### config.mk
export PLATFORM = sky130hd
export DESIGN_NAME = pc_update_unit_flat
export DESIGN_NICKNAME = d
export VERILOG_FILES = /design/src/rtl/pc_update_unit_if.sv /design/src/rtl/pc_update_unit.sv /design/src/flat_wrapper.sv
export SDC_FILE = /design/constraint.sdc
export NUM_CORES = 1
export LEC_CHECK = 0
export CELL_PAD_IN_SITES_DETAIL_PLACEMENT = 1
export CELL_PAD_IN_SITES_GLOBAL_PLACEMENT = 2
export CORE_UTILIZATION = 25
export CTS_CLUSTER_SIZE = 28
export DETAILED_ROUTE_END_ITERATION = 12
export PLACE_DENSITY_LB_ADDON = 0.1
export SYNTH_ARGS = -nofsm -noshare
export SYNTH_HDL_FRONTEND = slang
export SYNTH_SLANG_ARGS = --single-unit
### constraint.sdc
create_clock -name CLK -period 11.9 [get_ports CLK]
set_clock_uncertainty 0.2 [all_clocks]
set_input_delay 2.38 -clock CLK [delete_from_list [all_inputs] [get_ports CLK]]
set_output_delay 2.38 -clock CLK [all_outputs]
set_load 0.01 [all_outputs]
### src/rtl/pc_update_unit_if.sv
// Bus between the branch/jump decision logic, memory stall source and the PC stage.
interface pc_update_unit_if #(
  parameter int unsigned PC_WIDTH     = 32,
  parameter int unsigned OFFSET_WIDTH = 8
);
  localparam int unsigned CNT_WIDTH = 16;

  logic                    FLOW_SELECT;
  logic [OFFSET_WIDTH-1:0] BRANCH_OFFSET;
  logic                    BUSYWAIT;
  logic [PC_WIDTH-1:0]     PC;
  logic [PC_WIDTH-1:0]     PC_PLUS4;
  logic                    INSTR_VALID;
  logic                    REDIRECT;
  logic [CNT_WIDTH-1:0]    TAKEN_COUNT;

  // Upstream side: supplies the flow decision and stall, observes the PC.
  modport master (
    output FLOW_SELECT, BRANCH_OFFSET, BUSYWAIT,
    input  PC, PC_PLUS4, INSTR_VALID, REDIRECT, TAKEN_COUNT
  );

  // PC stage side.
  modport slave (
    input  FLOW_SELECT, BRANCH_OFFSET, BUSYWAIT,
    output PC, PC_PLUS4, INSTR_VALID, REDIRECT, TAKEN_COUNT
  );
endinterface

### src/rtl/pc_update_unit.sv
// Program-counter stage: sequential/branch next-PC select, stall hold,
// one-cycle boot settle, redirect pulse and saturating taken counter.
module pc_update_unit #(
  parameter int unsigned          PC_WIDTH     = 32,
  parameter int unsigned          OFFSET_WIDTH = 8,
  parameter logic [PC_WIDTH-1:0]  RESET_VECTOR = '0
) (
  input logic               CLK,
  input logic               RESET,
  pc_update_unit_if.slave   bus
);
  localparam int unsigned CNT_WIDTH = 16;

  typedef enum logic [1:0] {
    BOOT  = 2'd0,
    RUN   = 2'd1,
    STALL = 2'd2
  } state_t;

  state_t                state_q, state_d;
  logic [PC_WIDTH-1:0]   pc_q, pc_d;
  logic                  valid_q, valid_d;
  logic                  redirect_q, redirect_d;
  logic [CNT_WIDTH-1:0]  count_q, count_d;

  logic [PC_WIDTH-1:0]   pc_plus4;
  logic [PC_WIDTH-1:0]   offset_ext;
  logic [PC_WIDTH-1:0]   target;

  // Address arithmetic, all modulo 2^PC_WIDTH.
  always_comb begin
    pc_plus4   = pc_q + PC_WIDTH'(4);
    offset_ext = PC_WIDTH'($signed(bus.BRANCH_OFFSET));
    target     = pc_plus4 + (offset_ext << 2);
  end

  // State and datapath registers; reset discards any pending stall.
  always_ff @(posedge CLK or negedge RESET) begin
    if (!RESET) begin
      state_q    <= BOOT;
      pc_q       <= RESET_VECTOR;
      valid_q    <= 1'b0;
      redirect_q <= 1'b0;
      count_q    <= '0;
    end else begin
      state_q    <= state_d;
      pc_q       <= pc_d;
      valid_q    <= valid_d;
      redirect_q <= redirect_d;
      count_q    <= count_d;
    end
  end

  // Next-state and next-PC selection; STALL resumes with the inputs at the release edge.
  always_comb begin
    state_d    = state_q;
    pc_d       = pc_q;
    redirect_d = 1'b0;
    count_d    = count_q;
    unique case (state_q)
      BOOT: begin
        state_d = RUN;
      end
      RUN, STALL: begin
        if (bus.BUSYWAIT) begin
          state_d = STALL;
        end else begin
          state_d = RUN;
          if (bus.FLOW_SELECT) begin
            pc_d       = target;
            redirect_d = 1'b1;
            if (count_q != '1) begin
              count_d = count_q + CNT_WIDTH'(1);
            end
          end else begin
            pc_d = pc_plus4;
          end
        end
      end
      default: begin
        state_d = BOOT;
      end
    endcase
    valid_d = (state_d != BOOT);
  end

  // Output drive.
  always_comb begin
    bus.PC          = pc_q;
    bus.PC_PLUS4    = pc_plus4;
    bus.INSTR_VALID = valid_q;
    bus.REDIRECT    = redirect_q;
    bus.TAKEN_COUNT = count_q;
  end
endmodule

### src/flat_wrapper.sv
// flat-port wrapper written by rule: the top's interface ports become plain ports
module pc_update_unit_flat 
#(
  parameter int unsigned          PC_WIDTH     = 32,
  parameter int unsigned          OFFSET_WIDTH = 8,
  parameter logic [PC_WIDTH-1:0]  RESET_VECTOR = '0
)
  (CLK, RESET, bus_FLOW_SELECT, bus_BRANCH_OFFSET, bus_BUSYWAIT, bus_PC, bus_PC_PLUS4, bus_INSTR_VALID, bus_REDIRECT, bus_TAKEN_COUNT);
  pc_update_unit_if #(.PC_WIDTH(PC_WIDTH), .OFFSET_WIDTH(OFFSET_WIDTH)) bus_i ();
  input logic CLK;
  input logic RESET;
  input wire logic [$bits(bus_i.FLOW_SELECT)-1:0] bus_FLOW_SELECT;
  input wire logic [$bits(bus_i.BRANCH_OFFSET)-1:0] bus_BRANCH_OFFSET;
  input wire logic [$bits(bus_i.BUSYWAIT)-1:0] bus_BUSYWAIT;
  output wire logic [$bits(bus_i.PC)-1:0] bus_PC;
  output wire logic [$bits(bus_i.PC_PLUS4)-1:0] bus_PC_PLUS4;
  output wire logic [$bits(bus_i.INSTR_VALID)-1:0] bus_INSTR_VALID;
  output wire logic [$bits(bus_i.REDIRECT)-1:0] bus_REDIRECT;
  output wire logic [$bits(bus_i.TAKEN_COUNT)-1:0] bus_TAKEN_COUNT;
  assign bus_i.FLOW_SELECT = bus_FLOW_SELECT;
  assign bus_i.BRANCH_OFFSET = bus_BRANCH_OFFSET;
  assign bus_i.BUSYWAIT = bus_BUSYWAIT;
  assign bus_PC = bus_i.PC;
  assign bus_PC_PLUS4 = bus_i.PC_PLUS4;
  assign bus_INSTR_VALID = bus_i.INSTR_VALID;
  assign bus_REDIRECT = bus_i.REDIRECT;
  assign bus_TAKEN_COUNT = bus_i.TAKEN_COUNT;
  pc_update_unit #(.PC_WIDTH(PC_WIDTH), .OFFSET_WIDTH(OFFSET_WIDTH), .RESET_VECTOR(RESET_VECTOR)) u_core (.CLK(CLK), .RESET(RESET), .bus(bus_i));
endmodule
; ---- Word-level counts from Yosys, hierarchy flattened
; Index checks and enable logic that the tools add are counted.
[totals]
regBits = 52
in_bits = 12
out_inout_bits = 82
word_cells = 23
[classes]
addsub = 3
n_eq_ne = 3
n_mux = 6
bitwise = 1
reduce_logical = 5
[ops]
columns = cell, n
row1 = $add A32 B3 Y32 const B, 1
row2 = $add A32 B32 Y32, 1
row3 = $mux W32, 1
row4 = $add A16 B1 Y16 const B, 1
row5 = $ne A16 B16 Y1 const B, 1
row6 = $pmux W2 S2, 1
row7 = $reduce_and A4 Y1, 1
row8 = $mux W1, 3
row9 = $eq A2 B1 Y1 const B, 1
row10 = $eq A2 B2 Y1 const B, 1
row11 = $logic_not A2 Y1, 1
row12 = $mux W2, 1
row13 = $reduce_and A2 Y1, 1
row14 = $reduce_bool A2 Y1, 1
row15 = $reduce_or A2 Y1, 1
row16 = $not A1 Y1, 1

; ---- Longest topological paths before layout
[depth]
ltp_word = 4
mapped_depth = 17
mapped_depth_nobuf = 16

; ---- Least setup slack after synthesis
; OpenSTA, ideal clock, no wires.
[synth_path]
path_type = reg2out
from = register u_core.pc_q[2], in the netlist u_core.bus.PC[2]
to = output bus_PC_PLUS4[30]
t_arrival_ns = 2.200
required_ns = 9.320
slack_ns = 7.120
path_stages_with_launch = 9
n_path_buf = 1
path_cell_list = dfrtp_1 > ha_1 > nand4_1 > nor3_1 > and3_1 > buf_2 > nand3_1 > nor2_1 > xor2_1
[synth_between]
elab_chain_len = 1
[synth_rtl]
columns = item, line_no
row1 = from (decl), pc_update_unit.sv:21  ; logic [PC_WIDTH-1:0] pc_q, pc_d;
row2 = from (signal assigned), pc_update_unit.sv:47  ; pc_q <= pc_d;
row3 = $add A32 B3 Y32, pc_update_unit.sv:32  ; pc_plus4 = pc_q + PC_WIDTH'(4);
row4 = to (decl), flat_wrapper.sv:16  ; output wire logic [$bits(bus_i.PC_PLUS4)-1:0] bus_PC_PLUS4;
; Every way passes these cells.

; ---- Worst setup path after layout
; Ends and elaborated chain as after synthesis.

==> metrics.md <==
| Metric | Value |
|---|---|
| Top-area cell type share of the netlist area | 0.269 |
| Sum Neg Setup Slack | 0 ps |
| Remaining DRCs | 10 |
| Nets@finish | 704 |
| Final wirelength | 16700 um |
| Peak VDD IR | 0.110 mV |
| I/O Pins | 94 |
| Max-Slew Margin vs Limit | 0.446 |
| Setup violations, final | 0 |
| Fin cells | 881 |
| Final HPWL DP | 12200 um |
| Most frequent cells after synthesis | nand2_1 (57), dfrtp_1 (50), a21oi_1 (47) |
| R2r startpoint | u_core.bus.PC[2]$_DFFE_PN0P_ |
| Layout Area Growth over Synthesis | 26.7% |
| Nature of the critical path endpoint | output pin |
| Post-route ant nets | 0 |
| Vias in the first global route | 4931 |
| Final Max Tran Viols | 0 |
| Critical path arrival | 4040 ps |
| Root buf cell | clkbuf_16 |
| R2r worst-path depth | 15 |
| Slew at the pin closest to its max-slew limit | 823 ps |
| Global-route wire length before repair | 27300 um |
| DIE AREA | 0.0192 mm^2 |
| Detailed Routing Iterations Pass 1 | 9 |
| Syn avg cell area | 8.10 um^2 |
| Fmax | 151 MHz |
| Min Hold Slack | 296 ps |
| Hold path start | u_core.bus.TAKEN_COUNT[7]$_DFFE_PN0P_ |
| Num CTS Buffers | 5 |
| Count leader, synth | nand2_1 |
| Warnings, synthesis | 0 |
| Fraction of layout cells with a size suffix above 1 | 0.0429 |
| Post-CTS setup buffers | 0 |
| Total GRT Usage | 0.180 |
| Final Hold Fails | 0 |
| Total gr overflow | 0 |
| Min Tclk post-route | 6620 ps |
| Post-synth EDFFs | 0 |
| Placed cell count | 873 |
| Fillers | 2147 |
| Via density | 5.28 |
| Synth Instances | 574 |
| Initial antenna violation count | 0 |
| Hold Path Depth | 1 |
| Predominant post-synthesis flop cell | dfrtp_1 |
| Synth area leaders | dfrtp_1 (27%), ha_1 (11%), xnor2_1 (7.0%) |
| Seq cells post-synth | 50 |
| Cell taking the most area after synthesis | dfrtp_1 |
| CP startpoint | u_core.bus.PC[2]$_DFFE_PN0P_ |
| Max Cap Viol | 0 |
| Outcome | finished with violations |
| Number of buffers inserted by port buffering | 89 |
| CTS tree | built |
| Final period utilization | 0.556 |
| Hold-fix buffers at CTS | 0 |
| Failing checks | DRC |
| Die H | 138 um |
| Largest net degree at the start of global routing | 54 |
| Worst hold path class | reg2reg |
| Clock Tree Buf Depth | 2 |
| Mapped cell area | 0.00465 mm^2 |
| Crit path max fanout | 7 |
| PD cells | 263 mW/mm^2 |
| Ys async rst share | 1.00 |
| Resized Gates After CTS | 0 |
| DR WL/cell | 18.9 um |
| # diodes | 0 |
| Initial Utilization | 0.257 |
| Post-synthesis sequential area ratio | 0.269 |
| Critical path launch point type | register |
| Lkg Pwr | 2.47 nW |
| CORE AREA | 0.0181 mm^2 |
| RSZ-0062 raised after global routing | false |
| Placed Area | 0.00574 mm^2 |
| Distinct cell type count after synthesis | 66 |
| Sink Count | 50 |
| Via count | 4649 |
| Die width | 138 um |
| CP Class | reg2out |
| Clock latency on the worst-skew pair | 310 ps |
| Htree depth | 2 |
| Initial DRC count | 193 |
| Std cell rows | 49 |
| Design Area, Final | 0.00589 mm^2 |
| Gpl congestion | 0.843 |
| Clock-pin slew on the worst setup and hold paths | 80 ps |
| Data required, critical path | 9320 ps |
## report_power, final
group,internal [mW],switching [mW]
Clock,0.0805,0.0838
Combinational,0.488,0.563
Sequential,0.232,0.105
Total,0.801,0.751
## state kept, by name, indices dropped and copies added, names as in the netlist
name                    count
u_core.state_q              2
u_core.bus.TAKEN_COUNT     16
u_core.bus.PC              30
u_core.bus.INSTR_VALID      1
u_core.bus.REDIRECT         1
## critical path, cell delays in order (launching register included)
cell and delay, ps:
dfrtp_1 480, ha_1 360, nand4_1 350, nor3_1 520, and3_1 390, nand3_1 370
nor2_1 350, xor2_1 300, clkdlybuf4s50_1 600
## final cells by class
cell class | instances | area (um^2) | share of cell area
Clock buffer | 5 | 125 | 0.0212
Clock inverter | 3 | 26.3 | 0.00446
Inverter | 18 | 67.6 | 0.0115
Multi-Input combinational cell | 481 | 3210 | 0.545
Sequential cell | 50 | 1250 | 0.212
Tap cell | 229 | 287 | 0.0486
Timing Repair Buffer | 95 | 926 | 0.157
## worst paths after layout
| path | to | slack [ps] |
|---|---|---|
| max | bus_PC_PLUS4[30] | 5280 |
| min | u_core.bus.TAKEN_COUNT[7]$_DFFE_PN0P_ | 300 |
| max reg2reg | u_core.bus.PC[31]$_DFFE_PN0P_ | 6700 |
| min reg2reg | u_core.bus.TAKEN_COUNT[7]$_DFFE_PN0P_ | 300 |
| max in group asynchronous | u_core.bus.PC[7]$_DFFE_PN0P_ | 8970 |
| min in group asynchronous | u_core.bus.PC[25]$_DFFE_PN0P_ | 2020 |
## metal layers
| metal | track usage | vias up | part of all wire |
|---|---|---|---|
| met5 | 0 | - | 0 |
| met4 | 0.0438 | 0 | 0.015 |
| met3 | 0.0242 | 18 | 0.027 |
| met2 | 0.305 | 94 | 0.46 |
| met1 | 0.240 | 2295 | 0.49 |
| li1 | - | 2242 | - |
## per-stage QoR
stage | worst slack [ps] | power [mW] | util
floorplan | 7120 | 0.962 | -
global placement | 5540 | 1.38 | 0.318
detailed placement | 5570 | 1.39 | 0.318
CTS | 5200 | 1.57 | 0.326
global route | 4970 | 1.69 | 0.326
finish | 5280 | 1.55 | 0.326
## logic make-up after synthesis
logic type | synth area share
XOR/XNOR | 0.115
flip-flops | 0.269
other | 0.000806
AND/OR/NAND/NOR | 0.220
multiplexers | 0.00888
buffers and inverters | 0.0428
adder cells (fa/ha/maj) | 0.112
AO/OA/AOI/OAI | 0.231
## cells in the final DEF (no fill, tap or decap), types with 4 or more instances in the layout
cell | netlist | layout
o31ai_1 | 4 | 4
conb_1 | 1 | 4
nand2b_1 | 4 | 4
a31oi_1 | 6 | 6
buf_4 | 4 | 6
xor2_1 | 24 | 24
nor3_1 | 14 | 14
and2_1 | 4 | 4
a21o_1 | 18 | 18
nand2_1 | 57 | 57
o21bai_1 | 5 | 5
and3_1 | 14 | 14
or3_1 | 4 | 4
nand3_1 | 29 | 29
ha_1 | 40 | 40
dfrtp_1 | 50 | 50
a21oi_1 | 47 | 47
clkdlybuf4s50_1 | 0 | 87
o21ai_0 | 42 | 42
inv_1 | 17 | 17
clkbuf_16 | 0 | 5
nand4_1 | 10 | 10
o21a_1 | 8 | 8
nor2_1 | 40 | 40
nor4_1 | 6 | 6
xnor2_1 | 37 | 37
Power figures use the tool's default switching activity.
